<file path="src/rtl/nfca_pkg.sv">
// Shared types and timing constants for the NFC-A TX path.
// GAP_CYCLES derives from the PCD frame delay time expressed in carrier periods.
package nfca_pkg;

   localparam int FDT_FC            = 1172;
   localparam int CLK_PER_FC        = 6;
   localparam int GAP_CYCLES_DEF    = FDT_FC * CLK_PER_FC;
   localparam int START_TIMEOUT_DEF = 4096;
   localparam int CNT_W_DEF         = 13;
   localparam int NUM_REQ           = 2;

   typedef enum logic [2:0] {
      ST_IDLE,
      ST_SEND,
      ST_WAIT_START,
      ST_WAIT_END,
      ST_GAP
   } arb_state_e;

   typedef struct packed {
      logic [7:0] tdata;
      logic [3:0] tdatab;
      logic       tlast;
   } tx_beat_t;

   // One-hot winner; on a tie the requester that did not send last wins.
   function automatic logic [NUM_REQ-1:0] pick_grant(input logic [NUM_REQ-1:0] req,
                                                     input logic               last_owner);
      logic [NUM_REQ-1:0] g;
      case (req)
         2'b01:   g = 2'b01;
         2'b10:   g = 2'b10;
         2'b11:   g = last_owner ? 2'b01 : 2'b10;
         default: g = 2'b00;
      endcase
      return g;
   endfunction

endpackage

</file>
<file path="src/rtl/nfca_tx_arbiter.sv">
// Frame-locked two-way arbiter in front of the NFC-A TX framer; holds off new
// grants until the previous frame has left the antenna plus the FDT gap.
module nfca_tx_arbiter
   import nfca_pkg::*;
#(
   parameter int GAP_CYCLES    = GAP_CYCLES_DEF,
   parameter int START_TIMEOUT = START_TIMEOUT_DEF,
   parameter int CNT_W         = CNT_W_DEF
) (
   input  logic       rstn,
   input  logic       clk,
   input  logic       s0_tvalid,
   output logic       s0_tready,
   input  logic [7:0] s0_tdata,
   input  logic [3:0] s0_tdatab,
   input  logic       s0_tlast,
   input  logic       s1_tvalid,
   output logic       s1_tready,
   input  logic [7:0] s1_tdata,
   input  logic [3:0] s1_tdatab,
   input  logic       s1_tlast,
   output logic       m_tvalid,
   input  logic       m_tready,
   output logic [7:0] m_tdata,
   output logic [3:0] m_tdatab,
   output logic       m_tlast,
   input  logic       tx_en,
   output logic [1:0] grant,
   output logic       busy,
   output logic       drop_err
);

   localparam logic [CNT_W-1:0] TO_LAST  = CNT_W'(START_TIMEOUT - 1);
   localparam logic [CNT_W-1:0] GAP_LAST = CNT_W'(GAP_CYCLES - 1);
   localparam logic [CNT_W-1:0] CNT_ONE  = CNT_W'(1);

   arb_state_e                   state_q, state_d;
   logic       [NUM_REQ-1:0]     grant_q, grant_d;
   logic                         last_q, last_d;
   logic                         drop_q, drop_d;
   logic       [CNT_W-1:0]       cnt_q, cnt_d;

   tx_beat_t   [NUM_REQ-1:0]     req_beat;
   logic       [NUM_REQ-1:0]     req_vld;
   logic       [NUM_REQ-1:0]     req_rdy;
   tx_beat_t                     mux_beat;
   logic                         hs_last;

   assign req_beat[0] = {s0_tdata, s0_tdatab, s0_tlast};
   assign req_beat[1] = {s1_tdata, s1_tdatab, s1_tlast};
   assign req_vld     = {s1_tvalid, s0_tvalid};

   genvar g;
   generate
      for (g = 0; g < NUM_REQ; g++) begin : g_rdy
         assign req_rdy[g] = grant_q[g] & m_tready;
      end
   endgenerate

   assign s0_tready = req_rdy[0];
   assign s1_tready = req_rdy[1];

   // AND-OR mux: grant is one-hot or zero, so the bus is all-zero with no owner.
   always_comb begin
      mux_beat = '0;
      for (int i = 0; i < NUM_REQ; i++) begin
         mux_beat = mux_beat | (req_beat[i] & {$bits(tx_beat_t){grant_q[i]}});
      end
   end

   assign m_tvalid = |(grant_q & req_vld);
   assign m_tdata  = mux_beat.tdata;
   assign m_tdatab = mux_beat.tdatab;
   assign m_tlast  = mux_beat.tlast;
   assign hs_last  = m_tvalid & m_tready & m_tlast;

   assign grant    = grant_q;
   assign busy     = (state_q != ST_IDLE);
   assign drop_err = drop_q;

   always_comb begin
      state_d = state_q;
      grant_d = grant_q;
      last_d  = last_q;
      drop_d  = 1'b0;
      case (state_q)
         ST_IDLE: begin
            if (|req_vld) begin
               grant_d = pick_grant(req_vld, last_q);
               state_d = ST_SEND;
            end
         end
         ST_SEND: begin
            if (hs_last) begin
               last_d  = grant_q[1];
               grant_d = '0;
               state_d = ST_WAIT_START;
            end
         end
         ST_WAIT_START: begin
            // tx_en wins over the timeout if both land on the same cycle
            if (tx_en) begin
               state_d = ST_WAIT_END;
            end else if (cnt_q == TO_LAST) begin
               drop_d  = 1'b1;
               state_d = ST_GAP;
            end
         end
         ST_WAIT_END: begin
            if (!tx_en) state_d = ST_GAP;
         end
         ST_GAP: begin
            if (cnt_q == GAP_LAST) state_d = ST_IDLE;
         end
         default: begin
            state_d = ST_IDLE;
            grant_d = '0;
         end
      endcase

      // Counter restarts on every state change and saturates otherwise.
      if (state_d != state_q) begin
         cnt_d = '0;
      end else if (cnt_q != '1) begin
         cnt_d = cnt_q + CNT_ONE;
      end else begin
         cnt_d = cnt_q;
      end
   end

   always_ff @(posedge clk or negedge rstn) begin
      if (!rstn) begin
         state_q <= ST_IDLE;
         grant_q <= '0;
         last_q  <= 1'b1;
         drop_q  <= 1'b0;
         cnt_q   <= '0;
      end else begin
         state_q <= state_d;
         grant_q <= grant_d;
         last_q  <= last_d;
         drop_q  <= drop_d;
         cnt_q   <= cnt_d;
      end
   end

endmodule

</file>
<file path="config.mk">
export PLATFORM = sky130hd
export DESIGN_NAME = nfca_tx_arbiter
export DESIGN_NICKNAME = d
export VERILOG_FILES = /design/src/rtl/nfca_pkg.sv /design/src/rtl/nfca_tx_arbiter.sv
export SDC_FILE = /design/constraint.sdc
export NUM_CORES = 1
export LEC_CHECK = 0
export CORE_MARGIN = 5
export CORE_UTILIZATION = 24
export CTS_CLUSTER_DIAMETER = 30
export DETAILED_ROUTE_END_ITERATION = 6
export SETUP_SLACK_MARGIN = 0.3
export SLEW_MARGIN = 20
export SYNTH_ARGS = -nofsm -noshare
export SYNTH_HDL_FRONTEND = slang
export SYNTH_SLANG_ARGS = --single-unit
</file>
<file path="constraint.sdc">
create_clock -name clk -period 1.9 [get_ports clk]
set_input_delay 0.285 -clock clk [delete_from_list [all_inputs] [get_ports clk]]
set_output_delay 0.285 -clock clk [all_outputs]
set_load 0.05 [all_outputs]
</file>
# Word-level counts from Yosys, hierarchy flattened
# Cells that the tools add are included.
[totals]
regBits = 20
input_bits = 32
output_inout_bits = 20
[classes]
add_sub_neg = 1
n_eq_ne = 13
mux = 17
bitwise = 9
reduce_logical = 8
[op_table]
columns = ["operator", "n"]
rows = [
  ["AND 13 bit", 2],
  ["2-to-1 mux 13 bit", 2],
  ["2-to-1 mux 3 bit", 6],
  ["case mux 3 bit (5 select lines)", 1],
  ["adder 13 x 1 -> 13 bit (second input constant)", 1],
  ["== test 13 x 12 -> 1 bit (second input constant)", 1],
  ["== test 13 bit (second input constant)", 1],
  ["inequality test 13 bit (second input constant)", 1],
  ["OR 13 bit", 1],
  ["case mux 2 bit (3 select lines)", 2],
  ["== test 3 x 2 -> 1 bit (second input constant)", 2],
  ["2-to-1 mux 2 bit", 3],
  ["AND 1 bit", 4],
  ["== test 2 bit (second input constant)", 2],
  ["inequality test 2 bit (second input constant)", 2],
  ["OR reduction 2 bit", 2],
  ["== test 3 x 1 -> 1 bit (second input constant)", 1],
  ["== test 3 bit (second input constant)", 1],
  ["zero test 3 bit", 1],
  ["2-to-1 mux 1 bit", 3],
  ["inequality test 3 bit", 1],
  ["AND reduction 3 bit", 1],
  ["nonzero test 3 bit", 1],
  ["OR reduction 3 bit", 1],
  ["other kinds (5)", 5],
]

# Logic depth before layout (Yosys ltp)
[depth]
ltp_word = 8
mapped_depth = 7

# Worst setup path before layout
# No wires, ideal clock.
[synth_timing]
path_kind = "register to register"
start = "register grant_q[1], in the netlist grant[1]"
end = "register cnt_q[6]"
arrival_ps = 2083
t_required_ps = 1781
slack_ps = -302
path_stages_with_launch = 8
n_path_buf = 2
period_less_slack_ps = 2202
cell_sequence = "dfrtp_1 buf_2 a22o_1 and3_4 o221ai_2 o2111ai_2 buf_6 nor2_2"
[synth_via]
elab_chain_len = 8
elab_cells_between_ends = 11
classes_between = "eq/ne (1); mux (3); bitwise (5); reduce/logical (2)"
[synth_lines]
columns = ["item", "line_no", "rtl"]
rows = [
  ["from (decl)", "nfca_tx_arbiter.sv:38", "logic [NUM_REQ-1:0] grant_q, grant_d;"],
  ["from (signal assigned)", "nfca_tx_arbiter.sv:140", "grant_q <= grant_d;"],
  ["AND 2 bit (*)", "nfca_tx_arbiter.sv:71", "assign m_tvalid = |(grant_q & req_vld);"],
  ["OR reduction 2 bit (*)", "nfca_tx_arbiter.sv:71", ""],
  ["net m_tvalid", "nfca_tx_arbiter.sv:22", "output logic m_tvalid,"],
  ["AND 1 bit (*) (2 in a row)", "nfca_tx_arbiter.sv:75", "assign hs_last = m_tvalid & m_tready & m_tlast;"],
  ["2-to-1 mux 3 bit (*)", "nfca_tx_arbiter.sv:94", "if (hs_last) begin"],
  ["case mux 3 bit (5 select lines) (*)", "nfca_tx_arbiter.sv:86", "case (state_q)"],
  ["inequality test 3 bit (*)", "nfca_tx_arbiter.sv:122", "if (state_d != state_q) begin"],
  ["2-to-1 mux 13 bit / nonzero test 2 bit (equally long branches)", "-", ""],
  ["to (signal assigned)", "nfca_tx_arbiter.sv:143", "cnt_q <= cnt_d;"],
  ["to (decl)", "nfca_tx_arbiter.sv:41", "logic [CNT_W-1:0] cnt_q, cnt_d;"],
]
# The timed path passes the listed nets; every way through them passes the cells marked *.
# A chain may end at the register's enable or synchronous reset.

# Worst setup path after layout
[layout_timing]
start = "register cnt_q[1]"
end = "register cnt_q[11]"
[layout_via]
elab_chain_len = 6
elab_cells_between_ends = 12
classes_between = "add/sub (1); eq/ne (4); mux (6); reduce/logical (1)"
[layout_lines]
columns = ["item", "line_no", "rtl"]
rows = [
  ["== test 13 x 12 -> 1 bit", "nfca_tx_arbiter.sv:104", "end else if (cnt_q == TO_LAST) begin"],
  ["2-to-1 mux 3 bit", "nfca_tx_arbiter.sv:104", ""],
  ["2-to-1 mux 3 bit", "nfca_tx_arbiter.sv:102", "if (tx_en) begin"],
  ["case mux 3 bit (5 select lines)", "nfca_tx_arbiter.sv:86", ""],
  ["inequality test 3 bit", "nfca_tx_arbiter.sv:122", ""],
  ["2-to-1 mux 13 bit / nonzero test 2 bit (equally long branches)", "-", ""],
]
# Several ways; a longest one is shown, not always the timed one. The select of a mux whose other input is x is not followed.

==> flow_metrics.py <==
metrics = {
    "detailed_routing": {
        "firstDrtPassIters": 4,
        "vias_per_cell": 4.73,
        "routed-via-count": 1321,
        "wirelength_um": 4000,
        "ant_nets": 0,
        "drt_iter0_markers": 50,
        "drt-wirelength-per-cell_um": 14.3,
        "drc": 0,
    },
    "critical_path": {
        "cp.required_ns": 2.06,
        "r2r_slack_ns": 0.23,
        "reg2reg_from": "cnt_q[1]$_DFFE_PN0P_",
        "cp_cell_sequence": "ha_4 > inv_1 > or4_4 > and4b_4 > xnor2_2 > nor2_2",
        "worstSetupEndpointType": "flop",
        "startpoint_type": "flop",
        "worst_path_largest_cell_delay_ns": 0.52,
        "r2r_end": "cnt_q[11]$_DFFE_PN0P_",
        "path_class": "flop to flop",
        "r2r.worst_path.cells": 6,
        "path_max_fanout": 5,
        "crit_slowest_cell": "or4_4",
        "cp.arrival_ns": 1.83,
    },
    "floorplan": {
        "num_io_pins": 52,
        "dieArea_um2": 7140,
        "core_um2": 5440,
        "rows": 27,
        "die_x_um": 84.5,
        "initial_core_util_pct": 24.5,
        "die_h_um": 84.5,
    },
    "timing": {
        "slew_headroom_pct": 65.9,
        "hold_violations": 0,
        "finalCriticalPeriod_ns": 1.67,
        "clock_skew_ns": 0.00726,
        "max_freq_mhz": 599,
        "rsz0062_at_grt": "yes",
        "tightest_slew_ns": 0.514,
        "drv_slew": 0,
        "finalCritPeriodShare_pct": 87.8,
        "tns_ns": 0,
        "finalSetupViolations": 0,
    },
    "cells_and_area": {
        "nFillCells": 513,
        "multi_input_area_um2": 856,
        "nNetsFinal": 241,
        "drive_gt1_share_pct": 46.4,
        "area_growth_pct": 78.9,
        "final_common_cell": "clkdlybuf4s50_1",
        "antennaDiodeCount": 0,
        "final-seq-area_um2": 507,
        "final_cell_mix": "clkdlybuf4s50_1, buf_4, buf_12, dfrtp_1, nor2_2",
    },
    "pwr": {
        "power_uw": 3250,
        "ir_drop_mv": 0.644,
        "p_per_area_nw_per_um2": 1370,
        "leakage_uw": 0.000976,
    },
    "clock_tree": {
        "holdBufCountCts": 0,
        "cts-htree-levels": 1,
        "cts_sinks": 20,
        "clk_pin_slew_ns": 0.08,
        "cts_tree": "yes",
        "clkLatencyLatePin_ns": 0.26,
        "numCtsBuffers": 3,
        "cts-root-buf": "clkbuf_8",
        "clock_tree.buffer_depth": 2,
    },
    "synth": {
        "syn_inst": 136,
        "avgSynthCellArea_um2": 9.79,
        "syn_area_um2": 1330,
        "yosysWarnings": 0,
        "synth_area_leaders": "dfrtp_1, a22o_1, nor2_2",
        "syn-num-nets": 169,
        "yosysTopAreaCell": "dfrtp_1",
        "ys_async_sr_fraction_pct": 100,
        "ys_ff_latch": 20,
        "synth_ff_type": "dfrtp_1",
        "synth_edf_count": 0,
        "synth_top_area_share_pct": 35.7,
        "synth.distinct_cells": 45,
        "yosysSeqAreaShare_pct": 37.7,
    },
    "placement": {
        "portBuffers": 51,
        "dp_hpwl_um": 3020,
        "gp_congestion": 0.765,
    },
    "global_routing": {
        "grt_max_degree": 12,
        "grt_usage_pct": 11.4,
        "grt_pass1_wl_um": 6830,
        "antenna_found_initial": 0,
        "gr-total-overflow": 0,
        "grt_pass1_vias": 1366,
    },
    "worst_hold_path": {
        "hp-class": "primary input to async pin",
    },
    "job": {
        "max_cap_violations": 0,
    },
    "outcome": {
        "status": "complete, no violations",
    },
}
-- cells in the mapped netlist, types with 2 or more instances --
| cell | number |
|---|---|
| clkbuf_1 | 3 |
| and2_1 | 2 |
| a211oi_1 | 3 |
| o31ai_1 | 2 |
| nand2b_1 | 2 |
| and3_4 | 2 |
| xnor2_1 | 5 |
| inv_1 | 6 |
| nand3_1 | 5 |
| nor2_1 | 10 |
| o21ai_0 | 4 |
| a21oi_1 | 4 |
| a32o_1 | 2 |
| buf_6 | 2 |
| nand4b_1 | 2 |
| buf_2 | 3 |
| xor2_1 | 2 |
| nand2_1 | 8 |
| nor2_2 | 9 |
| dfrtp_1 | 19 |
| nor4_1 | 2 |
| a22o_1 | 14 |
| nor3_1 | 2 |
| nand3b_1 | 2 |
-- layer usage --
| layer | wire length, µm | global-route usage, % | vias to the layer above |
|---|---|---|---|
| met1 | 1900 | 15.3 | 608 |
| met5 | 0 | 0 | - |
| li1 | - | - | 649 |
| met4 | 12 | 0.863 | 0 |
| met3 | 312 | 3.53 | 4 |
| met2 | 1780 | 18.7 | 60 |
-- through the flow --
step                utilization, %  hold slack [ns]  worst slack (ns)  instances  cell area, µm²
finish                        43.8            0.346             0.232        279            2380
global route                  43.8            0.371            0.0915        279            2380
CTS                           43.1            0.356             0.242        278            2340
detailed placement            40.1            0.586           -0.0556        266            2180
global placement              40.1            0.567            0.0172        266            2180
floorplan                        -          -0.0106            0.0436        136            1370
-- how the worst max path moves through the flow --
stage                          from                     to
6_report       cnt_q[1]$_DFFE_PN0P_  cnt_q[11]$_DFFE_PN0P_
3_5_place_dp              s0_tvalid   cnt_q[4]$_DFFE_PN0P_
3_3_place_gp              s0_tvalid   cnt_q[4]$_DFFE_PN0P_
5_1_grt        cnt_q[1]$_DFFE_PN0P_   cnt_q[4]$_DFFE_PN0P_
4_1_cts        cnt_q[1]$_DFFE_PN0P_  cnt_q[11]$_DFFE_PN0P_
2_1_floorplan  grant[0]$_DFFE_PN0P_   cnt_q[1]$_DFFE_PN0P_
-- cell families after synthesis --
logic type | synth area share [%]
buf+inv | 5.36
mux | 0.846
fa+ha+maj | 0.940
simple gates | 26.9
xor+xnor | 5.83
flops | 37.7
compound gates | 22.5
-- cell type report --
| cell class | instances | area share [%] |
|---|---|---|
| tap | 72 | 3.78 |
| inverter | 6 | 0.945 |
| sequential | 20 | 21.3 |
| multi-input combinational | 102 | 35.9 |
| clock buffer | 4 | 1.89 |
| timing repair buffer | 75 | 36.2 |
-- sequential cells by signal (all words and copies together) (netlist names) --
signal    count
cnt_q        13
drop_err      1
last_q        1
state_q       3
grant         2
-- power breakdown --
group | total [µW] | internal, µW | switching, µW
sequential | 663 | 541 | 122
clock | 288 | 149 | 139
combinational | 2300 | 1090 | 1220
-- worst max-delay path, delay by kind of cell (launching register included) --
family,cells,cell delay (ns)
AND/OR/NAND/NOR,3,0.77
flip-flops,1,0.39
adder cells (fa/ha/maj),1,0.18
XOR/XNOR,1,0.16
buffers and inverters,1,0.05
-- timing repair --
action | in CTS | in global routing
pin swaps | 9 | 2
setup endpoints to repair | 25 | 19
resized for setup | 17 | 9
cloned | 0 | 0
buffers inserted | 8 | 1
Power figures use the tool's default switching activity.
